==> src/rtl/alu_pkg.sv <==
// Shared ALU issue definitions: opcodes, sequencer states, counter width.
// Used by the issue sequencer, its decoder and the control unit.
package alu_pkg;

  localparam logic [4:0] OP_ADD = 5'b00011;
  localparam logic [4:0] OP_SUB = 5'b00100;
  localparam logic [4:0] OP_SHR = 5'b00101;
  localparam logic [4:0] OP_SHL = 5'b00110;
  localparam logic [4:0] OP_ROR = 5'b00111;
  localparam logic [4:0] OP_ROL = 5'b01000;
  localparam logic [4:0] OP_AND = 5'b01001;
  localparam logic [4:0] OP_OR  = 5'b01010;
  localparam logic [4:0] OP_MUL = 5'b01110;
  localparam logic [4:0] OP_DIV = 5'b01111;
  localparam logic [4:0] OP_NEG = 5'b10000;
  localparam logic [4:0] OP_NOT = 5'b10001;

  localparam int CNT_W = 4;

  typedef enum logic [2:0] {
    S_IDLE,
    S_LOAD_Y,
    S_EXEC,
    S_CAPTURE,
    S_RESP
  } state_e;

endpackage

==> src/rtl/alu_issue_seq_if.sv <==
// Request, response and ALU strobe bundle of the issue sequencer.
// master = control unit / ALU side, slave = sequencer.
interface alu_issue_seq_if;

  logic        req_valid;
  logic        req_ready;
  logic [4:0]  req_op;
  logic [31:0] req_a;
  logic [31:0] req_b;

  logic [31:0] alu_op;
  logic [31:0] alu_y;
  logic [31:0] alu_bus;
  logic [31:0] alu_zlow;
  logic [31:0] alu_zhigh;

  logic        rsp_valid;
  logic        rsp_ready;
  logic [31:0] rsp_lo;
  logic [31:0] rsp_hi;
  logic        rsp_hilo;
  logic        rsp_err;

  modport master (
    output req_valid, req_op, req_a, req_b,
    output rsp_ready, alu_zlow, alu_zhigh,
    input  req_ready, alu_op, alu_y, alu_bus,
    input  rsp_valid, rsp_lo, rsp_hi,
    input  rsp_hilo, rsp_err
  );

  modport slave (
    input  req_valid, req_op, req_a, req_b,
    input  rsp_ready, alu_zlow, alu_zhigh,
    output req_ready, alu_op, alu_y, alu_bus,
    output rsp_valid, rsp_lo, rsp_hi,
    output rsp_hilo, rsp_err
  );

endinterface

==> src/rtl/alu_issue_decode.sv <==
// Opcode classifier: legal, long-latency and HI/LO-target flags.
// Purely combinational; shared with the control unit.
module alu_issue_decode
  import alu_pkg::*;
(
  input  logic [4:0] op,
  output logic       legal,
  output logic       long_op,
  output logic       hilo
);

  always_comb begin
    legal   = 1'b0;
    long_op = 1'b0;
    hilo    = 1'b0;
    unique case (op)
      OP_ADD, OP_SUB, OP_SHR, OP_SHL,
      OP_ROR, OP_ROL, OP_AND, OP_OR,
      OP_NEG, OP_NOT: legal = 1'b1;
      OP_MUL, OP_DIV: begin
        legal   = 1'b1;
        long_op = 1'b1;
        hilo    = 1'b1;
      end
      default: ;
    endcase
  end

endmodule

==> src/rtl/alu_issue_seq.sv <==
// Multi-cycle ALU issue sequencer: load Y, drive bus/op, settle, capture Z.
// Define ALU_ISSUE_DIVZERO_CHK_EN to short-circuit div-by-zero as an error.
module alu_issue_seq
  import alu_pkg::*;
#(
  parameter int unsigned SHORT_SETTLE = 1,
  parameter int unsigned LONG_SETTLE  = 4
) (
  input  logic            clk,
  input  logic            clr,
  alu_issue_seq_if.slave  bus
);

  localparam logic [CNT_W-1:0] SHORT_CNT = CNT_W'(SHORT_SETTLE);
  localparam logic [CNT_W-1:0] LONG_CNT  = CNT_W'(LONG_SETTLE);

  state_e           state_q, state_d;
  logic [CNT_W-1:0] cnt_q, cnt_d;
  logic [4:0]       op_q, op_d;
  logic [31:0]      a_q, a_d;
  logic [31:0]      b_q, b_d;
  logic [31:0]      lo_q, lo_d;
  logic [31:0]      hi_q, hi_d;
  logic             hilo_q, hilo_d;
  logic             err_q, err_d;

  logic dec_legal;
  logic dec_long;
  logic dec_hilo;
  logic div_zero;
  logic accept;

  alu_issue_decode u_dec (
    .op      (bus.req_op),
    .legal   (dec_legal),
    .long_op (dec_long),
    .hilo    (dec_hilo)
  );

`ifdef ALU_ISSUE_DIVZERO_CHK_EN
  assign div_zero = (bus.req_op == OP_DIV)
                 && (bus.req_b == 32'd0);
`else
  assign div_zero = 1'b0;
`endif

  assign bus.req_ready = (state_q == S_IDLE) && !clr;
  assign accept = bus.req_valid && bus.req_ready;

  always_comb begin
    state_d = state_q;
    cnt_d   = cnt_q;
    op_d    = op_q;
    a_d     = a_q;
    b_d     = b_q;
    lo_d    = lo_q;
    hi_d    = hi_q;
    hilo_d  = hilo_q;
    err_d   = err_q;
    unique case (state_q)
      S_IDLE: begin
        if (accept) begin
          op_d   = bus.req_op;
          a_d    = bus.req_a;
          b_d    = bus.req_b;
          lo_d   = '0;
          hi_d   = '0;
          hilo_d = dec_hilo;
          err_d  = 1'b0;
          if (!dec_legal || div_zero) begin
            err_d   = 1'b1;
            state_d = S_RESP;
          end else begin
            cnt_d   = dec_long ? LONG_CNT : SHORT_CNT;
            state_d = S_LOAD_Y;
          end
        end
      end
      S_LOAD_Y: state_d = S_EXEC;
      S_EXEC: begin
        if (cnt_q <= CNT_W'(1)) begin
          state_d = S_CAPTURE;
        end else begin
          cnt_d = cnt_q - 1'b1;
        end
      end
      S_CAPTURE: begin
        lo_d    = bus.alu_zlow;
        // divide leaves the ALU high word undefined
        hi_d    = (op_q == OP_DIV) ? '0 : bus.alu_zhigh;
        state_d = S_RESP;
      end
      S_RESP: begin
        if (bus.rsp_ready) state_d = S_IDLE;
      end
      default: state_d = S_IDLE;
    endcase
  end

  always_ff @(posedge clk) begin
    if (clr) begin
      state_q <= S_IDLE;
      cnt_q   <= '0;
      op_q    <= '0;
      a_q     <= '0;
      b_q     <= '0;
      lo_q    <= '0;
      hi_q    <= '0;
      hilo_q  <= 1'b0;
      err_q   <= 1'b0;
    end else begin
      state_q <= state_d;
      cnt_q   <= cnt_d;
      op_q    <= op_d;
      a_q     <= a_d;
      b_q     <= b_d;
      lo_q    <= lo_d;
      hi_q    <= hi_d;
      hilo_q  <= hilo_d;
      err_q   <= err_d;
    end
  end

  assign bus.alu_op  = (state_q == S_EXEC)
                     ? {op_q, 27'd0} : '0;
  assign bus.alu_y   = (state_q == S_LOAD_Y
                     || state_q == S_EXEC) ? a_q : '0;
  assign bus.alu_bus = (state_q == S_EXEC) ? b_q : '0;

  assign bus.rsp_valid = (state_q == S_RESP);
  assign bus.rsp_lo    = lo_q;
  assign bus.rsp_hi    = hi_q;
  assign bus.rsp_hilo  = hilo_q;
  assign bus.rsp_err   = err_q;

endmodule

==> src/flat_wrapper.sv <==
// flat-port wrapper written by rule: the top's interface ports become plain ports
module alu_issue_seq_flat import alu_pkg::*;
#(
  parameter int unsigned SHORT_SETTLE = 1,
  parameter int unsigned LONG_SETTLE  = 4
)
  (clk, clr, bus_req_valid, bus_req_op, bus_req_a, bus_req_b, bus_rsp_ready, bus_alu_zlow, bus_alu_zhigh, bus_req_ready, bus_alu_op, bus_alu_y, bus_alu_bus, bus_rsp_valid, bus_rsp_lo, bus_rsp_hi, bus_rsp_hilo, bus_rsp_err);
  alu_issue_seq_if bus_i ();
  input  logic clk;
  input  logic clr;
  input wire logic [$bits(bus_i.req_valid)-1:0] bus_req_valid;
  input wire logic [$bits(bus_i.req_op)-1:0] bus_req_op;
  input wire logic [$bits(bus_i.req_a)-1:0] bus_req_a;
  input wire logic [$bits(bus_i.req_b)-1:0] bus_req_b;
  input wire logic [$bits(bus_i.rsp_ready)-1:0] bus_rsp_ready;
  input wire logic [$bits(bus_i.alu_zlow)-1:0] bus_alu_zlow;
  input wire logic [$bits(bus_i.alu_zhigh)-1:0] bus_alu_zhigh;
  output wire logic [$bits(bus_i.req_ready)-1:0] bus_req_ready;
  output wire logic [$bits(bus_i.alu_op)-1:0] bus_alu_op;
  output wire logic [$bits(bus_i.alu_y)-1:0] bus_alu_y;
  output wire logic [$bits(bus_i.alu_bus)-1:0] bus_alu_bus;
  output wire logic [$bits(bus_i.rsp_valid)-1:0] bus_rsp_valid;
  output wire logic [$bits(bus_i.rsp_lo)-1:0] bus_rsp_lo;
  output wire logic [$bits(bus_i.rsp_hi)-1:0] bus_rsp_hi;
  output wire logic [$bits(bus_i.rsp_hilo)-1:0] bus_rsp_hilo;
  output wire logic [$bits(bus_i.rsp_err)-1:0] bus_rsp_err;
  assign bus_i.req_valid = bus_req_valid;
  assign bus_i.req_op = bus_req_op;
  assign bus_i.req_a = bus_req_a;
  assign bus_i.req_b = bus_req_b;
  assign bus_i.rsp_ready = bus_rsp_ready;
  assign bus_i.alu_zlow = bus_alu_zlow;
  assign bus_i.alu_zhigh = bus_alu_zhigh;
  assign bus_req_ready = bus_i.req_ready;
  assign bus_alu_op = bus_i.alu_op;
  assign bus_alu_y = bus_i.alu_y;
  assign bus_alu_bus = bus_i.alu_bus;
  assign bus_rsp_valid = bus_i.rsp_valid;
  assign bus_rsp_lo = bus_i.rsp_lo;
  assign bus_rsp_hi = bus_i.rsp_hi;
  assign bus_rsp_hilo = bus_i.rsp_hilo;
  assign bus_rsp_err = bus_i.rsp_err;
  alu_issue_seq #(.SHORT_SETTLE(SHORT_SETTLE), .LONG_SETTLE(LONG_SETTLE)) u_core (.clk(clk), .clr(clr), .bus(bus_i));
endmodule
==> config.mk <==
export PLATFORM = sky130hd
export DESIGN_NAME = alu_issue_seq_flat
export DESIGN_NICKNAME = d
export VERILOG_FILES = /design/src/rtl/alu_pkg.sv /design/src/rtl/alu_issue_seq_if.sv /design/src/rtl/alu_issue_decode.sv /design/src/rtl/alu_issue_seq.sv /design/src/flat_wrapper.sv
export SDC_FILE = /design/constraint.sdc
export NUM_CORES = 1
export LEC_CHECK = 0
export ABC_CLOCK_PERIOD_IN_PS = 2200
export BUFFER_PORTS_ARGS = -buffer_cell sky130_fd_sc_hd__buf_4
export CAP_MARGIN = 0
export CORE_MARGIN = 2
export CORE_UTILIZATION = 40
export DETAILED_ROUTE_END_ITERATION = 8
export PLACE_DENSITY = 0.72
export REMOVE_ABC_BUFFERS = 1
export SLEW_MARGIN = 10
export SYNTH_ARGS = -nofsm -noshare
export SYNTH_HDL_FRONTEND = slang
export SYNTH_SLANG_ARGS = --single-unit
==> constraint.sdc <==
create_clock -name clk -period 2.2 [get_ports clk]
set_input_delay 0.66 -clock clk [delete_from_list [all_inputs] [get_ports clk]]
set_output_delay 0.66 -clock clk [all_outputs]
set_load 0.05 [all_outputs]
Word-level counts from Yosys, hierarchy flattened
Index checks and enable logic that the tools add are counted.

operators by class
  $add $sub $neg = 1
  shift-type cells = 0
  eq/ne operators = 22
  reductions and logical operators = 13
  div/mod/pow operators = 0
  $lt $le $gt $ge = 1
  muxes and demuxes = 20
  bitwise operators = 0
  $mul = 0

operator list
  kind                                                                      number
  32-bit two-way mux                                                        5
  32-bit one-hot mux with 2 select lines                                    2
  5-bit by 4-bit equality test with 1-bit output (second input constant)    6
  5-bit by 3-bit equality test with 1-bit output (second input constant)    4
  3-bit two-way mux                                                         5
  3-bit one-hot mux with 5 select lines                                     1
  4-bit two-way mux                                                         3
  12-bit OR reduction                                                       1
  5-bit equality test (second input constant)                               2
  4-bit one-hot mux with 2 select lines                                     1
  3-bit by 2-bit equality test with 1-bit output (second input constant)    2
  2-bit by 1-bit inequality test with 1-bit output (second input constant)  3
  5-bit by 2-bit equality test with 1-bit output (second input constant)    1
  4-bit by 1-bit <= comparator with 1-bit output (second input constant)    1
  2-bit inequality test (second input constant)                             2
  2-bit AND reduction                                                       2
  4-bit AND reduction                                                       1
  2-bit nonzero test                                                        2
  4-bit by 1-bit subtractor with 4-bit output (second input constant)       1
  3-bit by 1-bit equality test with 1-bit output (second input constant)    1
  3-bit equality test (second input constant)                               1
  3-bit zero test                                                           1
  1-bit two-way mux                                                         3
  3-bit AND reduction                                                       1
  4 further kinds                                                           5

storage, ports and cells
  bits in writable memories = 0
  input bits = 137
  ROM bits = 0
  memories kept = 0
  register bits = 142
  latch bits = 0
  word-level logic and storage cells = 66

Logic depth before layout (Yosys ltp)
  word-level depth = 7
  gate-level depth with buffers = 8
  gate-level depth less buffers = 7

Hierarchy
Synthesis repeated with hierarchy kept, for this count alone.

unflattened totals
  cells, all modules = 733
  area total of the unflattened synthesis = 5979.5 um^2

by module, submodules not included
  module            area an instance (um^2)  cells an instance  seq. area each (um^2)  instances
  alu_issue_seq     5926.9                   726                2842.7                 1
  alu_issue_decode  52.6                     7                  0.0                    1

Worst setup path before layout
Ideal clock, no wire load.

  path type = register -> output
  from = reg u_core.state_q[1]
  to = out bus_alu_bus[21]
  data arrival time = 1669 ps
  required time = 1540 ps
  buffers on the path = 3
  path slack = -129 ps
  stages on the path, launching flop included = 6
  path through = dfxtp_1 -> buf_2 -> nor3b_2 -> clkbuf_1 -> clkbuf_1 -> and2_1

on the way
  word-level cells in the longest chain between the ends = 2

RTL lines
  element                                         RTL line              RTL
  from (decl)                                     alu_issue_seq.sv:17   state_e state_q, state_d;
  from (signal assigned)                          alu_issue_seq.sv:112  state_q <= state_d;
  3-bit by 2-bit equality test with 1-bit output  alu_issue_seq.sv:128  assign bus.alu_bus = (state_q == S_EXEC) ? b_q : '0;
  32-bit two-way mux                              alu_issue_seq.sv:128
  to (decl)                                       flat_wrapper.sv:21    output wire logic [$bits(bus_i.alu_bus)-1:0] bus_alu_bus;

Every way passes these cells.

Final worst setup path
  from = reg u_core.state_q[0]
  to = out bus_alu_bus[25]

The elaborated chain is that of the path after synthesis.

==> results by stage <==
Status:
- The flow ran to the end, but the final reports show violations.
- The checks that failed: negative setup slack.

Yosys:
- The mean area per synthesized cell is 7.96 um2.
- The Yosys step of the flow raised 0 warnings.
- The post-synthesis cell count is between 700 and 800.
- The number of synthesized flops with an enable pin is 0.
- The synthesized netlist devotes 0.432% of its cell area to adder and majority cells.
- In the synthesized netlist the dominant register cell turns out to be sky130_fd_sc_hd__dfxtp_1.
- The simple-gate share of the synthesized area is between 30% and 40%.
- The proportion of synthesized chip area in sequential cells is approximately half.
- The count of cell types in the netlist is 41.
- The post-synthesis instance area is 5800 um2.
- The synthesized netlist devotes about 8.7% of its cell area to compound gates.
- The fraction of synthesized cell area in xor and xnor cells is less than 1%.
- After synthesis, the largest family of logic cells by area is simple AND/OR/NAND/NOR gates.
- The async set-or-reset flop fraction in the synthesized netlist is 0%.
- The number of synthesized register bits is about 140.
- Multiplexer cells account for less than 1% of the synthesized area.

Floorplanning:
- The initialized floorplan defines between 40 and 50 standard-cell rows.
- The die area is 15500 um2.
- From bottom edge to top edge, the die measures between 100 and 150 um.
- The die width is 124 um.
- approximately 300 I/O pins were placed.
- The core region is roughly 14000 um2.
- The starting utilization of the core area is about 41%.

Min path:
- For hold timing, the worst endpoint is u_core.a_q[16].
- The number of stages on the worst hold path is 3.
- The type of the worst min-delay path is in2reg.
- The launch point of the worst hold path is bus_req_a[16].

Placement:
- Including well taps, the total number of placed cells is 1140.
- Port buffering added about 270 buffers.
- The final weighted congestion of routability-driven global placement is around 0.78.
- Summed over all nets, the half-perimeter wirelength after detailed placement is 11200 um.
- The cell area after placement is just under 8000 um2.
- Prior to clock tree synthesis, the placed netlist has a worst setup slack of -0.00407 ns.

Setup path:
- STA puts the critical path data required time at roughly 1.5 ns.
- For the worst flop-to-flop path, the logic depth is 8.
- The critical path is of the reg2out type.
- The startpoint class of the critical path is a flop.
- The endpoint identified for the worst register-to-register timing path is u_core.bus.rsp_hi[31].
- The largest stage delay on the critical path is between 0.3 and 0.4 ns.
- The category of the worst setup path capture point is an output pin.
- The worst register-to-register path begins at u_core.state_q[2].
- The endpoint arrival time on the critical path is between 1.5 and 2 ns.
- Of all nets on the critical path, the largest fanout is 6.
- The register-to-register setup slack is around 0.30 ns.
- The standard cell with the maximum stage delay on the critical path is sky130_fd_sc_hd__dfxtp_4.
- Walking the worst path, the cells encountered are nor3b_4 > buf_6 > buf_12 > buf_16 > and2_4 > buf_8.

Timing:
- The final max-slew violation count is 0.
- Hold timing on the final database bottoms out at a slack of about 0.43 ns.
- In the finished design, the share of the clock period the worst path needs comes to 105%.
- In the post-route analysis, the smallest setup slack over all paths is -0.105 ns.
- The hold violation total from the final report came to 0.
- At the pin with the least slew margin, the transition time is just under 0.8 ns.
- The clock arrives with between 0.006 and 0.007 ns of skew.
- The clock period minus worst slack is 2.30 ns.
- The final sum of negative setup slack is -4.14 ns.
- The highest achievable clock rate is 434 MHz.
- The number of setup violations in the final report is 64.
- Setup repair after global routing could not meet its margin everywhere.
- In this run the tightest slew margin relative to its limit is between 40% and 50%.

Route:
- For this block, the routed nets add up to ~18000 um of wire.
- Using the TritonRoute via totals, the vias-per-cell ratio works out to approximately 4.9.
- The count of TritonRoute iterations in the first routing pass is 5.
- In the final routed layout, each cell accounts on average for about 15 um.
- The starting DRC count in detailed routing is around 340.
- The count of nets left with antenna violations once routing finished came out at 0.
- The number of vias in the routed layout is around 5800.
- For this run, design rule violations remaining after detail routing come to 0.

Clock network:
- CTS built an H-tree with a depth of 4.
- The root buffer cell is sky130_fd_sc_hd__clkbuf_16.
- TritonCTS built the clock tree.
- The clock slew at the register clock pins of the worst setup and hold paths is 0.06 ns.
- The number of clock buffers added by TritonCTS is 17.
- For this design, the sink count on the clock tree is between 100 and 150.
- Clock latency on the worst-skew pair, taken at its later pin, is 0.41 ns.
- The post-cts hold buffer count is 0.
- The clock passes through at most 2 buffers.

Finish:
- The finished layout holds between 1000 and 1500 standard cells, fillers aside.
- The post-route standard cell area excluding fillers is 9120 um2.
- Cells with a size suffix above 1 make up 37.1% of the layout.
- The antenna diode count is 0.
- From synthesis to final layout, the design area changed by 57.4%.
- At the end of the flow the core is filled with cells to between 60% and 70%.
- For this run, the post-layout net count is 1129.

Global routing:
- The global-route wire length before repair is approximately 28000 um.
- The number of global-route vias before repair is 5532.
- The residual overflow from global routing is 0.
- The largest net degree at the start of global routing is around 110.
- Global routing used between 20% and 30% of the available tracks across all layers.
- The initial antenna violation count was 0.

Power:
- The total power density per cell area is 768 nW/um2.
- The peak supply drop is about 530 uV.
- The total leakage power is 4.30 nW.
- Overall power consumption after layout is estimated at 7.00 mW.

Flow run:
- The count of maximum capacitance violations is 0.
[synthesized netlist by cell type, types with 2 or more instances]
cell                       count  area share (%)
sky130_fd_sc_hd__o32ai_1       2            0.30
sky130_fd_sc_hd__dfxtp_1     142              49
sky130_fd_sc_hd__a21oi_1      34             2.9
sky130_fd_sc_hd__o21ai_0       3            0.26
sky130_fd_sc_hd__nand2_1     172              11
sky130_fd_sc_hd__buf_1        10            0.65
sky130_fd_sc_hd__nand4_1       2            0.22
sky130_fd_sc_hd__nand3_1     103             8.9
sky130_fd_sc_hd__buf_2        10            0.86
sky130_fd_sc_hd__inv_1         4            0.26
sky130_fd_sc_hd__a22oi_1      32             4.1
sky130_fd_sc_hd__xnor2_1       3            0.45
sky130_fd_sc_hd__and2_1       70             7.6
sky130_fd_sc_hd__clkbuf_1     34             2.2
sky130_fd_sc_hd__nor3_1        5            0.43
sky130_fd_sc_hd__buf_4        29             3.8
sky130_fd_sc_hd__ha_1          2            0.43
sky130_fd_sc_hd__nand2b_1      2            0.22
sky130_fd_sc_hd__nor2_1       46             3.0
sky130_fd_sc_hd__or3_1         2            0.22
[layout by cell type, fill, tap and decap left out, types with 5 or more instances in the layout]
master and n:
sky130_fd_sc_hd__nand2_1 172, sky130_fd_sc_hd__buf_12 6, sky130_fd_sc_hd__a22oi_1 32, sky130_fd_sc_hd__dfxtp_1 139, sky130_fd_sc_hd__buf_8 26, sky130_fd_sc_hd__clkbuf_16 17, sky130_fd_sc_hd__nand3_1 103, sky130_fd_sc_hd__buf_4 220
sky130_fd_sc_hd__a21oi_1 34, sky130_fd_sc_hd__clkinv_2 5, sky130_fd_sc_hd__nor3_1 5, sky130_fd_sc_hd__and2_4 26, sky130_fd_sc_hd__nor2_1 43, sky130_fd_sc_hd__buf_6 46, sky130_fd_sc_hd__and2_1 43, sky130_fd_sc_hd__conb_1 27
[repair_timing]
item | 4_1_cts | 5_1_grt
pin swaps | 7 | 3
cloned | 3 | 0
buffers inserted | 9 | 0
endpoints found under the setup margin | 70 | 72
gates resized for setup | 102 | 32
[where the power goes]
group / switching [mW] / internal, mW / leakage, nW
logic: 0.764 / 0.505 / 2.85
clock network: 1.10 / 1.81 / 0.293
registers: 0.0862 / 2.73 / 1.16
[layout make-up]
| type | instances | area (um2) |
|---|---|---|
| Clock inverter | 14 | 164 |
| Multi-Input combinational cell | 524 | 2680 |
| Clock buffer | 18 | 439 |
| Sequential cell | 142 | 2850 |
| Timing Repair Buffer | 300 | 2740 |
| Fill cell | 1182 | 4920 |
| Inverter | 5 | 18.8 |
| Tap cell | 180 | 225 |
[worst max-delay path: cells and delay by family, from the launching register on]
family                 cells  cell delay [ns]
buffers and inverters      4             0.51
flip-flops                 1             0.37
AND/OR/NAND/NOR            2             0.34
[registers in the layout, summed over array words and instances (netlist names)]
name / count
u_core.state_q: 3
u_core.bus.rsp_hilo: 1
u_core.bus.rsp_lo: 32
u_core.cnt_q: 4
u_core.op_q: 5
u_core.a_q: 32
u_core.bus.rsp_err: 1
u_core.bus.rsp_hi: 32
u_core.b_q: 32
[cells by family after synthesis]
logic type / count (synthesis)
DFF: 142
buffers and inverters: 88
xor gates and xnor gates: 3
muxes: 1
AOI/OAI and AO/OA: 79
adders and majority gates: 2
and+or+nand+nor: 412
other: 1
[how the worst max path moves through the flow]
stage,start,endpoint,slack [ns],cells past startpoint
detailed placement,clr,u_core.bus.rsp_lo[12],-0.004,6
finish,u_core.state_q[0],bus_alu_bus[25],-0.10,6
floorplan,clr,u_core.bus.rsp_hi[0],-1.60,5
global route,u_core.state_q[1],bus_alu_bus[25],-0.18,6
global placement,clr,u_core.bus.rsp_hilo,0.01,7
CTS,u_core.state_q[0],bus_alu_bus[17],-0.13,6
[routing by layer]
metal | track usage [%] | share of wire, %
met5 | 0 | 0
met4 | 8.66 | 2.3
met3 | 7.65 | 8.5
met2 | 36.7 | 49
met1 | 26.8 | 41
(Power assumes the default switching activity.)
